[src/rtl/vram8_blitter_pkg.sv]
// Shared definitions for the VRAM8 copy/fill blitter: engine states,
// register window indices and the CTRL / status bit positions.
package vram8_blitter_pkg;

  typedef enum logic [2:0] {
    ST_IDLE = 3'd0,
    ST_RD   = 3'd1,
    ST_LAT  = 3'd2,
    ST_WR   = 3'd3,
    ST_FILL = 3'd4
  } state_t;

  // Register window
  localparam logic [1:0] REG_SRC  = 2'd0;
  localparam logic [1:0] REG_DST  = 2'd1;
  localparam logic [1:0] REG_LEN  = 2'd2;
  localparam logic [1:0] REG_CTRL = 2'd3;

  // CTRL command bits
  localparam int CTRL_START    = 0;
  localparam int CTRL_MODE     = 1;  // 0 copy, 1 fill
  localparam int CTRL_ABORT    = 2;
  localparam int CTRL_FILL_LSB = 8;

  // Status word bits
  localparam int STAT_BUSY    = 0;
  localparam int STAT_DONE    = 1;
  localparam int STAT_ABORTED = 2;
  localparam int STAT_CNT_LSB = 16;

endpackage

[src/rtl/vram_port_mux.sv]
// Shared-port arbiter for a VRAM CPU port: the external owner (MemoryUnit)
// has absolute priority; otherwise the local engine drives the port.
module vram_port_mux #(
  parameter int ADDR_W = 14,
  parameter int DATA_W = 8
) (
  input  logic              mu_sel,
  input  logic [ADDR_W-1:0] mu_addr,
  input  logic [DATA_W-1:0] mu_d,
  input  logic              mu_we,
  input  logic [ADDR_W-1:0] eng_addr,
  input  logic [DATA_W-1:0] eng_d,
  input  logic              eng_we,
  output logic [ADDR_W-1:0] vram_addr,
  output logic [DATA_W-1:0] vram_d,
  output logic              vram_we
);

  // Select the port owner for this cycle
  always_comb begin
    if (mu_sel) begin
      vram_addr = mu_addr;
      vram_d    = mu_d;
      vram_we   = mu_we;
    end else begin
      vram_addr = eng_addr;
      vram_d    = eng_d;
      vram_we   = eng_we;
    end
  end

endmodule

[src/rtl/vram8_blitter.sv]
// VRAM8 copy/fill engine. Configured through a four-register window, it
// moves bytes VRAM8->VRAM8 or writes a constant, yielding the port to the
// MemoryUnit whenever mu_sel is high, and pulses done on completion.
module vram8_blitter
  import vram8_blitter_pkg::*;
#(
  parameter int ADDR_W = 14,
  parameter int DATA_W = 8
) (
  input  logic              clk,
  input  logic              reset,
  input  logic              cfg_we,
  input  logic [1:0]        cfg_addr,
  input  logic [31:0]       cfg_data,
  output logic [31:0]       cfg_q,
  input  logic              mu_sel,
  input  logic [ADDR_W-1:0] mu_addr,
  input  logic [DATA_W-1:0] mu_d,
  input  logic              mu_we,
  output logic [ADDR_W-1:0] vram_addr,
  output logic [DATA_W-1:0] vram_d,
  output logic              vram_we,
  input  logic [DATA_W-1:0] vram_q,
  output logic              done
);

  state_t state, state_next;

  logic [ADDR_W-1:0] src_reg, dst_reg, len_reg;  // programmed values
  logic [ADDR_W-1:0] src, dst, cnt;              // working counters
  logic [DATA_W-1:0] hold;                       // byte in flight (copy)
  logic [DATA_W-1:0] fill_val;
  logic              done_sticky, aborted_sticky;

  logic [ADDR_W-1:0] eng_addr;
  logic [DATA_W-1:0] eng_d;
  logic              eng_we;

  logic grant, busy, ctrl_wr, start_cmd, abort_cmd, last, wr_fire;
  logic unused_cfg;

  assign grant     = ~mu_sel;
  assign busy      = (state != ST_IDLE);
  assign ctrl_wr   = cfg_we && (cfg_addr == REG_CTRL);
  // Abort wins over start when both are set in one CTRL write.
  assign abort_cmd = ctrl_wr && cfg_data[CTRL_ABORT] && busy;
  assign start_cmd = ctrl_wr && cfg_data[CTRL_START] && !cfg_data[CTRL_ABORT] && !busy;
  assign last      = (cnt == ADDR_W'(1));
  assign wr_fire   = grant && ((state == ST_WR) || (state == ST_FILL));
  assign unused_cfg = ^cfg_data;

  // State register
  always_ff @(posedge clk) begin
    // NOTE: sequential state uses non-blocking assignments so every flop
    // samples pre-edge values regardless of block ordering.
    if (reset) state <= ST_IDLE;
    else       state <= state_next;
  end

  // Next-state logic: stall on lost grant, abort forces IDLE
  always_comb begin
    state_next = state;
    unique case (state)
      ST_IDLE: if (start_cmd && (len_reg != '0))
                 state_next = cfg_data[CTRL_MODE] ? ST_FILL : ST_RD;
      ST_RD:   if (grant) state_next = ST_LAT;
      ST_LAT:  state_next = ST_WR;
      ST_WR:   if (grant) state_next = last ? ST_IDLE : ST_RD;
      ST_FILL: if (grant && last) state_next = ST_IDLE;
      default: state_next = ST_IDLE;
    endcase
    if (abort_cmd) state_next = ST_IDLE;
  end

  // Engine port request per state; the mux decides whether it is granted
  always_comb begin
    // NOTE: every output gets a default first so no path leaves it
    // unassigned, which would otherwise infer a latch.
    eng_addr = '0;
    eng_d    = '0;
    eng_we   = 1'b0;
    unique case (state)
      ST_RD:   eng_addr = src;
      ST_WR:   begin eng_addr = dst; eng_d = hold;     eng_we = 1'b1; end
      ST_FILL: begin eng_addr = dst; eng_d = fill_val; eng_we = 1'b1; end
      default: ;
    endcase
  end

  // Register window, counters, hold byte and completion flags
  always_ff @(posedge clk) begin
    if (reset) begin
      src_reg        <= '0;
      dst_reg        <= '0;
      len_reg        <= '0;
      src            <= '0;
      dst            <= '0;
      cnt            <= '0;
      hold           <= '0;
      fill_val       <= '0;
      done           <= 1'b0;
      done_sticky    <= 1'b0;
      aborted_sticky <= 1'b0;
    end else begin
      done <= 1'b0;

      if (cfg_we) begin
        unique case (cfg_addr)
          REG_SRC: src_reg <= cfg_data[ADDR_W-1:0];
          REG_DST: dst_reg <= cfg_data[ADDR_W-1:0];
          REG_LEN: len_reg <= cfg_data[ADDR_W-1:0];
          default: ;
        endcase
      end

      // A zero-length start completes immediately without touching the port.
      if (start_cmd) begin
        src            <= src_reg;
        dst            <= dst_reg;
        cnt            <= len_reg;
        fill_val       <= cfg_data[CTRL_FILL_LSB +: DATA_W];
        aborted_sticky <= 1'b0;
        done_sticky    <= (len_reg == '0);
        done           <= (len_reg == '0);
      end

      // vram_q now holds the byte addressed during the granted RD cycle.
      if (state == ST_LAT) hold <= vram_q;

      // A granted write always completes, even alongside an abort.
      if (wr_fire) begin
        if (state == ST_WR) src <= src + ADDR_W'(1);
        dst <= dst + ADDR_W'(1);
        cnt <= cnt - ADDR_W'(1);
        if (last && !abort_cmd) begin
          done        <= 1'b1;
          done_sticky <= 1'b1;
        end
      end

      if (abort_cmd) aborted_sticky <= 1'b1;
    end
  end

  // Status word, independent of cfg_addr
  always_comb begin
    cfg_q                           = '0;
    cfg_q[STAT_BUSY]                = busy;
    cfg_q[STAT_DONE]                = done_sticky;
    cfg_q[STAT_ABORTED]             = aborted_sticky;
    cfg_q[STAT_CNT_LSB +: ADDR_W]   = cnt;
  end

  vram_port_mux #(
    .ADDR_W (ADDR_W),
    .DATA_W (DATA_W)
  ) u_port_mux (
    .mu_sel    (mu_sel),
    .mu_addr   (mu_addr),
    .mu_d      (mu_d),
    .mu_we     (mu_we),
    .eng_addr  (eng_addr),
    .eng_d     (eng_d),
    .eng_we    (eng_we),
    .vram_addr (vram_addr),
    .vram_d    (vram_d),
    .vram_we   (vram_we)
  );

endmodule

[config.mk]
export PLATFORM = sky130hd
export DESIGN_NAME = vram8_blitter
export DESIGN_NICKNAME = d
export VERILOG_FILES = /design/src/rtl/vram8_blitter_pkg.sv /design/src/rtl/vram_port_mux.sv /design/src/rtl/vram8_blitter.sv
export SDC_FILE = /design/constraint.sdc
export NUM_CORES = 1
export LEC_CHECK = 0
export CORE_ASPECT_RATIO = 1.75
export CORE_MARGIN = 2
export CORE_UTILIZATION = 50
export CTS_BUF_LIST = sky130_fd_sc_hd__clkbuf_8
export DETAILED_ROUTE_END_ITERATION = 8
export PLACE_DENSITY = 0.8
export SYNTH_ARGS = -nofsm -noshare
export SYNTH_HDL_FRONTEND = slang
export SYNTH_SLANG_ARGS = --single-unit
[constraint.sdc]
create_clock -name clk -period 5.8 [get_ports clk]
set_input_delay 1.16 -clock clk [delete_from_list [all_inputs] [get_ports clk]]
set_output_delay 1.16 -clock clk [all_outputs]
set_load 0.02 [all_outputs]
# Yosys cells after proc, flatten, opt, wreduce, memory -nomap -nowiden
# Cells that the tools add are included.
word_totals:
  in_bits: 69
  reg_bits: 106
  elab_cells: 83
  out_inout_bits: 56
op_classes:
  add_sub_neg: 3
  eq_ne: 12
  n_mux: 28
  n_bitwise: 1
  reduce_logical: 27
ops:
  columns: ["op", "n"]
  rows:
  - ["two-way mux 14 bit", 8]
  - ["adder 14 x 1 -> 14 bit, second input constant", 2]
  - ["case mux 14 bit (2 select lines)", 1]
  - ["case mux 8 bit (2 select lines)", 1]
  - ["two-way mux 3 bit", 5]
  - ["case mux 3 bit (5 select lines)", 1]
  - ["== test 14 x 1 -> 1 bit, second input constant", 1]
  - ["zero test 14 bit", 1]
  - ["nonzero test 14 bit", 1]
  - ["subtractor 14 x 1 -> 14 bit, second input constant", 1]
  - ["two-way mux 1 bit", 11]
  - ["logical AND 1 bit", 10]
  - ["two-way mux 8 bit", 1]
  - ["== test 3 x 2 -> 1 bit, second input constant", 2]
  - ["inequality test 2 bit, second input constant", 3]
  - ["AND reduction 2 bit", 3]
  - ["== test 2 bit, second input constant", 2]
  - ["AND reduction 4 bit", 1]
  - ["nonzero test 2 bit", 2]
  - ["OR reduction 2 bit", 2]
  - ["== test 3 x 1 -> 1 bit, second input constant", 1]
  - ["== test 3 bit, second input constant", 1]
  - ["zero test 1 bit", 3]
  - ["zero test 3 bit", 1]
  - ["6 further kinds", 6]

# Logic depth before layout (Yosys ltp)
logic_depth:
  depth_word: 8
  depth_mapped: 9
  ltp_nobuf: 6

# Hierarchy
# A second synthesis with hierarchy kept.
unflattened:
  hier_cells: 655
  area_unflattened_um2: 5348.9
by_module_without_submodules:
  columns: ["module", "seq_area_each_um2", "area_per_inst_um2", "n_inst", "cells_per_inst"]
  rows:
  - ["vram8_blitter", 2122.0, 5067.4, 1, 630]
  - ["vram_port_mux", 0.0, 281.5, 1, 25]

# Least setup slack after synthesis
# Ideal clock, no wire load.
synth_path:
  kind: "input to output"
  from: "input port mu_sel"
  to: "output port vram_addr[10]"
  path_slack_ps: 2070
  t_arrival_ps: 2570
  path_buffers: 3
  cell_stages: 7
  required_ps: 4640
  cell_sequence: "buf_2 > or4b_4 > nand2_2 > buf_6 > clkbuf_1 > a222oi_1 > inv_1"
synth_via:
  elab_chain_cells: 1
synth_rtl:
  columns: ["element", "line", "text"]
  rows:
  - ["start, declared", "vram8_blitter.sv:16", "input logic mu_sel,"]
  - ["two-way mux 14 bit", "vram_port_mux.sv:21", "if (mu_sel) begin"]
  - ["end, declared", "vram8_blitter.sv:20", "output logic [ADDR_W-1:0] vram_addr,"]
# Every way passes these cells.

# Final worst setup path
layout_path:
  from: "input port mu_sel"
  to: "output port vram_addr[4]"
# Same word-level chain as after synthesis.

==> flow_summary.rst <==
.. list-table::
   :header-rows: 1

   * - Metric
     - Value
   * - Data required time at the worst endpoint
     - approximately 4.6 ns
   * - Fraction of registers with async set or reset after synthesis
     - 0%
   * - Portion of synthesized cell area occupied by the leading cell type
     - roughly two fifths
   * - First-iteration detailed-routing DRC count
     - between 400 and 500
   * - Global route overflow
     - 0
   * - Most frequent cell after synthesis
     - sky130_fd_sc_hd__nand2_1
   * - Achievable clock frequency
     - between 200 and 250 MHz
   * - Xor and xnor area share after synthesis
     - less than 1%
   * - Total setup buffers inserted after CTS
     - 0
   * - TritonCTS sink count
     - approximately 110
   * - Pin count of the biggest net entering global routing
     - between 50 and 60
   * - PwrDens
     - 218 nW/um^2
   * - Area growth from synthesis to layout
     - 20.2%
   * - Setup repair after global routing missed its margin
     - false
   * - Sequential cell area fraction in the yosys report
     - 40.7%
   * - Quantity of gates resized following cts
     - 0
   * - First-pass DRT Iterations
     - 7
   * - Dominant combinational cell family by area after synthesis
     - simple AND/OR/NAND/NOR gates
   * - Multi-input logic area
     - ~2700 um^2
   * - Commonest cells in the synthesized netlist
     - sky130_fd_sc_hd__nand2_1, sky130_fd_sc_hd__dfxtp_1, sky130_fd_sc_hd__a21oi_1
   * - Die W
     - 81.2 um
   * - Multiplexer share of the synthesized area
     - roughly 2%
   * - Pins over their slew limit
     - 0
   * - TritonCTS clock tree
     - yes
   * - Maximum fanout encountered on the critical timing path
     - 29
   * - Synth area leader
     - sky130_fd_sc_hd__dfxtp_1
   * - Ranking of synthesized cells by area
     - sky130_fd_sc_hd__dfxtp_1, sky130_fd_sc_hd__nand2_1, sky130_fd_sc_hd__a21oi_1
   * - Final sum of negative setup slack
     - 0 ns
   * - Startpoint type of the worst setup path
     - input port
   * - Total of hold buffers inserted after clock tree synthesis
     - 0
   * - Ports placed on the boundary
     - 125
   * - Flip-flop cell with the highest count after synthesis
     - sky130_fd_sc_hd__dfxtp_1
   * - GRT Util Overall
     - between 20% and 30%
   * - Design Power
     - 1370 uW
   * - Final Hold Viols
     - 0
   * - Clock H-tree levels
     - 3
   * - Final setup fails
     - 0
   * - Cell variety after synth
     - 62
   * - Clk Tree Root Cell
     - sky130_fd_sc_hd__clkbuf_8
   * - CP Class
     - in2out
   * - Endpoint class of the critical path
     - primary output
   * - Max-cap violations
     - 0
   * - Post-detailed-route DRC marker count
     - 0
   * - Wire length of the first global-routing pass
     - 23700 um
   * - Status
     - finished clean
   * - Leakage power total
     - around 0.0022 uW
   * - Weighted congestion at the end of routability-driven global placement
     - 0.920
   * - Clock-pin slew on the worst setup and hold paths
     - 0.10 ns
   * - Transition at the pin with the smallest max-transition slack
     - between 1 and 1.5 ns
   * - Total number of vias
     - around 5200
   * - Rel. slew slack
     - 31.1%
   * - Min Tclk post-route
     - slightly below 5 ns
   * - Via count of the first global-routing pass
     - ~4800
   * - Die footprint
     - around 11000 um^2
   * - Core box area
     - 10200 um^2
   * - Initial Utilization
     - 50.9%
   * - Number of placement rows
     - 49
   * - Classification of the worst-slack hold path
     - reg2reg
   * - Post-synthesis share of cell area spent on full adders, half adders and majority gates
     - less than 1%
   * - Share of post-route cells with drive strength above 1
     - under 10%
   * - FF+latch count, synth
     - ~110
   * - Filler Cells Inserted
     - 883
   * - Clock latency reported for the late side of the worst-skew pair
     - roughly 0.37 ns
   * - Via-to-Cell Ratio
     - approximately 6
   * - Combined flip-flop and latch cell area
     - about 2100 um^2
   * - Die height
     - between 100 and 150 um
   * - Signal arrival time at the worst endpoint
     - between 3 and 4 ns
   * - Number of buffers inserted during clock tree synthesis
     - 9
   * - Area of the mapped netlist
     - roughly 5200 um^2
   * - Number of antenna violations at the first check in global routing
     - 0
   * - Number of instances in the synthesized netlist
     - 670
   * - Port bufs
     - 93
   * - Maximum number of buffers from clock root to sink
     - 2
   * - NumNets Final
     - 801
   * - N_diodes
     - 0
   * - Syn_area_per_cell
     - between 7 and 8 um^2
   * - Aggregate routed wire length
     - 15000 um
   * - Routed wire length per instance
     - ~18 um
   * - Post-synth EDFFs
     - 0
   * - Basic-gate share of the synthesized area counting and, or, nand and nor cells
     - roughly a quarter
   * - DP Wirelength
     - between 10000 and 15000 um
   * - Antenna viol nets, final
     - 0
   * - Yosys warnings
     - 0
   * - Synth Area in Compound Gates
     - a little over a fifth
   * - Post-route fraction of the period consumed by the critical path
     - a little over four fifths
   * - Setup skew after layout
     - 0.0103 ns
   * - Peak supply drop
     - 137 uV
cells by family (layout without fill, tap and decap cells):
family | count (synthesis) | after routing
AOI/OAI and AO/OA | 170 | 170
xor gates and xnor gates | 1 | 1
adders and majority gates | 4 | 4
buffers and inverters | 88 | 135
DFF | 106 | 106
muxes | 10 | 10
other | 1 | 15
and+or+nand+nor | 290 | 290
metal layers:
layer / wire length (um) / share of wire [%] / GRT usage (%) / vias up
met3: 945 / 6.3 / 3.91 / 40
li1: - / - / - / 2474
met4: 494 / 3.3 / 12.6 / 0
met2: 8000 / 53 / 46.4 / 246
met1: 5600 / 37 / 31.3 / 2461
met5: 0 / 0 / 0 / -
cell type report:
type                    count  share of cell area [%]
multi-input cells         490                    43.6
flip-flops and latches    106                    33.9
repair buffers            101                    15.7
well taps                 127                    2.54
clock buffers              11                    2.42
inverters                  20                    1.20
clock inverters             3                   0.639
report_power, final:
group          internal, uW  total (uW)  switching [uW]
logic                  72.4         162            89.4
clock network           217         453             236
registers               741         752            11.0
stage by stage:
stage	worst slack [ns]	utilization, %	hold WS (ns)	instance area (um^2)	std cells
6_report	0.893	61.2	0.457	6260	858
2_1_floorplan	2.07	-	0.431	5260	684
4_1_cts	0.901	61.2	0.459	6260	858
5_1_grt	0.756	61.2	0.478	6260	858
3_3_place_gp	0.965	59.3	0.439	6070	844
3_5_place_dp	0.922	59.3	0.446	6070	844
final timing paths:
path,start,to,slack [ns],cells past startpoint
hold reg to reg,done_sticky,done_sticky,0.46,2
setup reg to reg,state[1],dst[7],3.10,6
setup / recovery,mu_sel,vram_addr[4],0.89,6
hold / removal,done_sticky,done_sticky,0.46,2
placed cells by master, fill, tap and decap left out, types with 8 or more instances in the layout:
cell                                n
sky130_fd_sc_hd__nand3_1           17
sky130_fd_sc_hd__a21oi_1           80
sky130_fd_sc_hd__inv_1             20
sky130_fd_sc_hd__nand2_1          148
sky130_fd_sc_hd__nor4_1             9
sky130_fd_sc_hd__o21ai_0            9
sky130_fd_sc_hd__buf_4              8
sky130_fd_sc_hd__or3_1              9
sky130_fd_sc_hd__o211ai_1           9
sky130_fd_sc_hd__conb_1            15
sky130_fd_sc_hd__mux2i_1            8
sky130_fd_sc_hd__clkdlybuf4s50_1   92
sky130_fd_sc_hd__dfxtp_1          106
sky130_fd_sc_hd__clkbuf_8          11
sky130_fd_sc_hd__a31oi_1           18
sky130_fd_sc_hd__a222oi_1          14
sky130_fd_sc_hd__nor2_1            47
sky130_fd_sc_hd__a221o_1            8
worst max-delay path, stage by stage:
cell and delay, ns:
sky130_fd_sc_hd__clkdlybuf4s50_1 0.60, sky130_fd_sc_hd__or4b_4 0.61, sky130_fd_sc_hd__nand2_2 0.49, sky130_fd_sc_hd__a222oi_1 0.18, sky130_fd_sc_hd__inv_1 0.09, sky130_fd_sc_hd__clkdlybuf4s50_1 0.60
(Power assumes the default switching activity.)
